==> config.mk <==
export PLATFORM = sky130hd
export DESIGN_NAME = alu_div_seq
export DESIGN_NICKNAME = d
export VERILOG_FILES = /design/src/rtl/alu_div_seq.sv
export SDC_FILE = /design/constraint.sdc
export NUM_CORES = 1
export LEC_CHECK = 0
export CAP_MARGIN = 20
export CORE_MARGIN = 1.5
export CORE_UTILIZATION = 48
export DETAILED_ROUTE_END_ITERATION = 6
export GPL_TIMING_DRIVEN = 1
export MAX_ROUTING_LAYER = met4
export PLACE_DENSITY = 0.81
export SYNTH_ARGS = -nofsm -noshare
export SYNTH_HDL_FRONTEND = slang
export SYNTH_SLANG_ARGS = --single-unit
==> constraint.sdc <==
create_clock -name clock -period 4.9 [get_ports clock]
set_input_delay 0.98 -clock clock [delete_from_list [all_inputs] [get_ports clock]]
set_output_delay 0.98 -clock clock [all_outputs]
set_load 0.1 [all_outputs]
==> src/rtl/alu_div_seq.sv <==
// Multicycle signed divider: restoring shift-subtract, one quotient bit per cycle.
// Magnitudes are divided and the signs are reapplied in the final FIX cycle.
module alu_div_seq #(
  parameter int unsigned WIDTH = 32
) (
  input  logic             clock,
  input  logic             reset_n,
  input  logic             ctrl_DIV,
  input  logic [WIDTH-1:0] data_operandA,
  input  logic [WIDTH-1:0] data_operandB,
  output logic [WIDTH-1:0] data_result,
  output logic [WIDTH-1:0] data_remainder,
  output logic             data_exception,
  output logic             data_resultRDY,
  output logic             busy
);

  localparam int unsigned CntW = $clog2(WIDTH + 1);
  localparam logic [WIDTH-1:0] One     = WIDTH'(1);
  localparam logic [WIDTH-1:0] MinInt  = {1'b1, {(WIDTH - 1){1'b0}}};
  localparam logic [WIDTH-1:0] NegOne  = {WIDTH{1'b1}};
  localparam logic [CntW-1:0]  LastCnt = CntW'(WIDTH - 1);

  typedef enum logic [1:0] {StIdle, StIter, StFix} state_e;

  state_e           state_q, state_d;
  logic [CntW-1:0]  cnt_q, cnt_d;
  logic [WIDTH-1:0] quo_q, quo_d;
  logic [WIDTH-1:0] div_q, div_d;
  // Stored remainder is always below the divisor, so WIDTH bits suffice between
  // steps; the WIDTH+1-bit working value only exists inside one step.
  logic [WIDTH-1:0] rem_q, rem_d;
  logic             sign_q_q, sign_q_d;
  logic             sign_r_q, sign_r_d;
  logic             zero_q, zero_d;
  logic             ovf_q, ovf_d;
  logic [WIDTH-1:0] result_q, result_d;
  logic [WIDTH-1:0] remainder_q, remainder_d;
  logic             exc_q, exc_d;
  logic             rdy_q, rdy_d;

  logic [WIDTH-1:0] abs_a, abs_b;
  logic [WIDTH:0]   rem_sh;
  logic [WIDTH:0]   diff;
  logic [WIDTH-1:0] quo_signed, rem_signed;

  // Operand magnitudes, one iteration step, and sign-corrected final values.
  always_comb begin
    abs_a      = data_operandA[WIDTH-1] ? (~data_operandA + One) : data_operandA;
    abs_b      = data_operandB[WIDTH-1] ? (~data_operandB + One) : data_operandB;
    rem_sh     = {rem_q, quo_q[WIDTH-1]};
    // Subtract as add of inverted divisor with carry-in 1.
    diff       = rem_sh + ~{1'b0, div_q} + {{WIDTH{1'b0}}, 1'b1};
    quo_signed = sign_q_q ? (~quo_q + One) : quo_q;
    rem_signed = sign_r_q ? (~rem_q + One) : rem_q;
  end

  // Next-state and datapath update; a start pulse overrides any state.
  always_comb begin
    state_d     = state_q;
    cnt_d       = cnt_q;
    quo_d       = quo_q;
    div_d       = div_q;
    rem_d       = rem_q;
    sign_q_d    = sign_q_q;
    sign_r_d    = sign_r_q;
    zero_d      = zero_q;
    ovf_d       = ovf_q;
    result_d    = result_q;
    remainder_d = remainder_q;
    exc_d       = exc_q;
    rdy_d       = 1'b0;

    unique case (state_q)
      StIter: begin
        rem_d = diff[WIDTH] ? rem_sh[WIDTH-1:0] : diff[WIDTH-1:0];
        quo_d = {quo_q[WIDTH-2:0], ~diff[WIDTH]};
        cnt_d = cnt_q + CntW'(1);
        if (cnt_q == LastCnt) begin
          state_d = StFix;
        end
      end
      StFix: begin
        if (zero_q) begin
          // Division by zero leaves |A| in rem, so the signed remainder is A.
          result_d    = '0;
          remainder_d = rem_signed;
        end else if (ovf_q) begin
          result_d    = MinInt;
          remainder_d = '0;
        end else begin
          result_d    = quo_signed;
          remainder_d = rem_signed;
        end
        exc_d   = zero_q | ovf_q;
        rdy_d   = 1'b1;
        state_d = StIdle;
      end
      StIdle: begin
      end
      default: begin
        state_d = StIdle;
      end
    endcase

    // Restart discards any operation in flight; a FIX-cycle RDY still goes out.
    if (ctrl_DIV) begin
      quo_d    = abs_a;
      div_d    = abs_b;
      rem_d    = '0;
      cnt_d    = '0;
      sign_q_d = data_operandA[WIDTH-1] ^ data_operandB[WIDTH-1];
      sign_r_d = data_operandA[WIDTH-1];
      zero_d   = (data_operandB == '0);
      ovf_d    = (data_operandA == MinInt) && (data_operandB == NegOne);
      state_d  = StIter;
    end
  end

  // State and datapath registers.
  always_ff @(posedge clock or negedge reset_n) begin
    if (!reset_n) begin
      state_q     <= StIdle;
      cnt_q       <= '0;
      quo_q       <= '0;
      div_q       <= '0;
      rem_q       <= '0;
      sign_q_q    <= 1'b0;
      sign_r_q    <= 1'b0;
      zero_q      <= 1'b0;
      ovf_q       <= 1'b0;
      result_q    <= '0;
      remainder_q <= '0;
      exc_q       <= 1'b0;
      rdy_q       <= 1'b0;
    end else begin
      state_q     <= state_d;
      cnt_q       <= cnt_d;
      quo_q       <= quo_d;
      div_q       <= div_d;
      rem_q       <= rem_d;
      sign_q_q    <= sign_q_d;
      sign_r_q    <= sign_r_d;
      zero_q      <= zero_d;
      ovf_q       <= ovf_d;
      result_q    <= result_d;
      remainder_q <= remainder_d;
      exc_q       <= exc_d;
      rdy_q       <= rdy_d;
    end
  end

  assign data_result    = result_q;
  assign data_remainder = remainder_q;
  assign data_exception = exc_q;
  assign data_resultRDY = rdy_q;
  assign busy           = (state_q != StIdle);

endmodule

==> summary.txt <==
Status
  – Status: complete, no violations

Global route
  – First-pass GRT wire length: 51.1 mm
  – Vias in the first global route: 9,794
  – Antenna violations before repair: 1
  – Total gr overflow: 0
  – Largest net degree at the start of global routing: 111
  – Total track usage: 25.4%

Finish
  – Fillcell total: 2,151
  – Nets: 1,583
  – Synthesis-to-finish area growth: 18.1%
  – Commonest non-fill, non-tap cell in the layout: nand2_1
  – Layout cells sized above 1: 5.77%
  – Commonest non-fill, non-tap cells in the layout: nand2_1, dfrtp_1, clkdlybuf4s50_1

Floorplanning
  – Core Footprint: 24,300 um^2
  – Ports: 134
  – Die Ht: 160 um
  – Num rows: 57
  – Die area: 25,700 um^2
  – Initial core utilization: 48.8%
  – Chip width: 160 um

Synthesis
  – EDFF count, synth: 0
  – Post-Syn Area: 11,900 um^2
  – Top_reg_cell synth: dfrtp_1
  – Syn nets: 1,497
  – Area leader, netlist: dfrtp_1
  – Syn Inst Count: 1,391
  – Mean area per synthesized cell: 8.53 um^2
  – Synthesized flop and latch total: 174
  – Sequential area share after synthesis: 36.7%
  – Area contributors post-synth: dfrtp_1, xor2_1, nand2_1, o21ai_0, mux2i_1
  – Synth async-reset ratio: 100%
  – Yosys warns: 0
  – Netlist cell types: 78
  – Synth top area share: 36.7%

Pwr
  – Leakage: 0.00611 uW
  – Worst IR Drop VDD: 0.210 mV
  – Power Density: 423 nW/um^2

Routing
  – Final Routed Wirelength: 31.0 mm
  – 1st-iter DRT viols: 1,027
  – Vias per cell: 5.83
  – Via count: 10,588
  – WL per Instance: 17.1 um
  – Drt first pass iters: 7
  – ANT nets after route: 0
  – DRC viols: 0

Worst setup path
  – Startpoint Class: flip-flop
  – Critical path class: reg2reg
  – Crit end category: flip-flop
  – WP data required: 5240 ps
  – Crit-path leading delay family: compound AO/OA/AOI/OAI gates
  – Slowest CP cell: a211o_1
  – Worst path max stage delay: 490 ps
  – WP buf/inv: 2
  – WP data arrival: 4150 ps
  – Worst path cell trace: inv_1, fa_1, nor2b_1, o2111ai_2, a21oi_1, o2111a_1, o211a_1, a211o_1, buf_4, nor3_1, a2111oi_2
  – CP max FO: 16

STA
  – RSZ-0062 raised after global routing: no
  – Final worst clock skew: 12.7 ps
  – Post-route minimum period: 3810 ps
  – Setup violations, final: 0
  – WHS: 478 ps
  – Hold violation count in the final report: 0
  – Setup TNS: 0 ps
  – Final worst-path cycle share: 77.7%
  – Max Freq: 0.262 GHz
  – Max Slew Vio Count: 0
  – Worst Max-Slew Pin Slew: 1090 ps
  – Relative slew slack: 27.4%

CTS
  – CTS resizes: 0
  – Clock Path Buffers: 2
  – Root buffer cell: clkbuf_16
  – Post-CTS setup buffer count: 0
  – Hold_buf cts: 0
  – CTS clk-pin slew, worst paths: 80 ps
  – Total clock sinks: 174
  – # H-tree levels: 4
  – Clk_lat worst skew: 450 ps
  – CTS tree: built
  – CTS Buf Count: 17

Min path
  – Hold Crit Class: reg2reg

Placed design
  – Dpl hpwl: 22.8 mm
  – RePlAce Congestion: 0.937
  – Buffers on Ports: 133

Flow run
  – Max-cap violations: 0
-- layer usage --
layer | vias to the layer above | global-route usage [%] | routed length (um)
li1 | 5141 | - | -
met2 | 312 | 38.3 | 14000
met1 | 5103 | 35.8 | 14800
met4 | 0 | 6.33 | 456
met5 | - | - | 0
met3 | 32 | 3.79 | 1730
-- worst reg2reg max path, cell delays in order (launching register included) --
cell and delay, ps:
dfrtp_1 470, inv_1 200, fa_1 460, nor2b_1 220
o2111ai_2 170, a21oi_1 260, o2111a_1 350, o211a_1 260
a211o_1 490, buf_4 370, nor3_1 90, a2111oi_2 370
-- path summary, 6_finish.rpt --
check | startpoint | slack (ps) | cells past startpoint | end
setup / recovery | rem_q[0]$_DFFE_PN0P_ | 1090 | 11 | rem_q[21]$_DFFE_PN0P_
hold / removal | data_result[19]$_DFFE_PN0P_ | 480 | 2 | data_result[19]$_DFFE_PN0P_
setup reg to reg | rem_q[0]$_DFFE_PN0P_ | 1090 | 11 | rem_q[21]$_DFFE_PN0P_
hold reg to reg | data_result[19]$_DFFE_PN0P_ | 480 | 2 | data_result[19]$_DFFE_PN0P_
max in group asynchronous | reset_n | 3260 | 2 | data_remainder[15]$_DFFE_PN0P_
min in group asynchronous | reset_n | 610 | 1 | rem_q[11]$_DFFE_PN0P_
-- state kept, by name, summed over array words and instances, names as in the netlist, 2 cells and up --
signal,cells
data_remainder,32
data_result,32
div_q,32
quo_q,32
rem_q,32
cnt_q,6
state_q,2
-- cells in the mapped netlist, types with 28 or more instances --
cell and number:
nor3_1 28, xnor2_1 53, inv_1 53, xor2_1 94, nand2_1 179, mux2i_1 49, dfrtp_1 174, nand3_1 29
clkbuf_1 62, a21oi_1 69, o21ai_0 130, a211oi_1 29, nor2_1 110, ha_1 38, o31ai_1 36
-- through the flow --
stage | instance area (um^2) | std cells | utilization [%] | setup WS [ps] | total power [uW]
2_1_floorplan | 11900 | 1391 | - | 1800 | 3880
5_1_grt | 14000 | 1815 | 57.6 | 911 | 6310
4_1_cts | 14000 | 1812 | 57.4 | 1130 | 5910
3_5_place_dp | 13400 | 1780 | 55.0 | 1050 | 4520
6_report | 14000 | 1815 | 57.6 | 1090 | 5930
3_3_place_gp | 13300 | 1779 | 54.9 | 1070 | 4450
-- where the power goes --
part,switching [uW],internal [uW],leakage [uW]
sequential,302,1590,0.00227
combinational,1540,1130,0.00355
clock,680,689,0.000289
-- kinds of logic after synthesis --
| logic type | after synthesis | synth area share, % |
|---|---|---|
| buf+inv | 131 | 4.49 |
| simple gates | 482 | 19.8 |
| flops | 174 | 36.7 |
| xor+xnor | 147 | 10.9 |
| mux | 50 | 4.23 |
| compound gates | 368 | 19.7 |
| fa+ha+maj | 39 | 4.18 |
-- layout make-up --
cell class / instances / area (um^2) / share of cell area (%)
Antenna cell: 1 / 2.50 / 0.0179
Sequential cell: 174 / 4350 / 31.1
Timing Repair Buffer: 145 / 1470 / 10.5
Tap cell: 324 / 405 / 2.89
Clock buffer: 17 / 425 / 3.04
Inverter: 53 / 199 / 1.42
Multi-Input combinational cell: 1086 / 6990 / 49.9
Clock inverter: 15 / 164 / 1.17
Note: power is estimated with default switching activity, not from simulation.
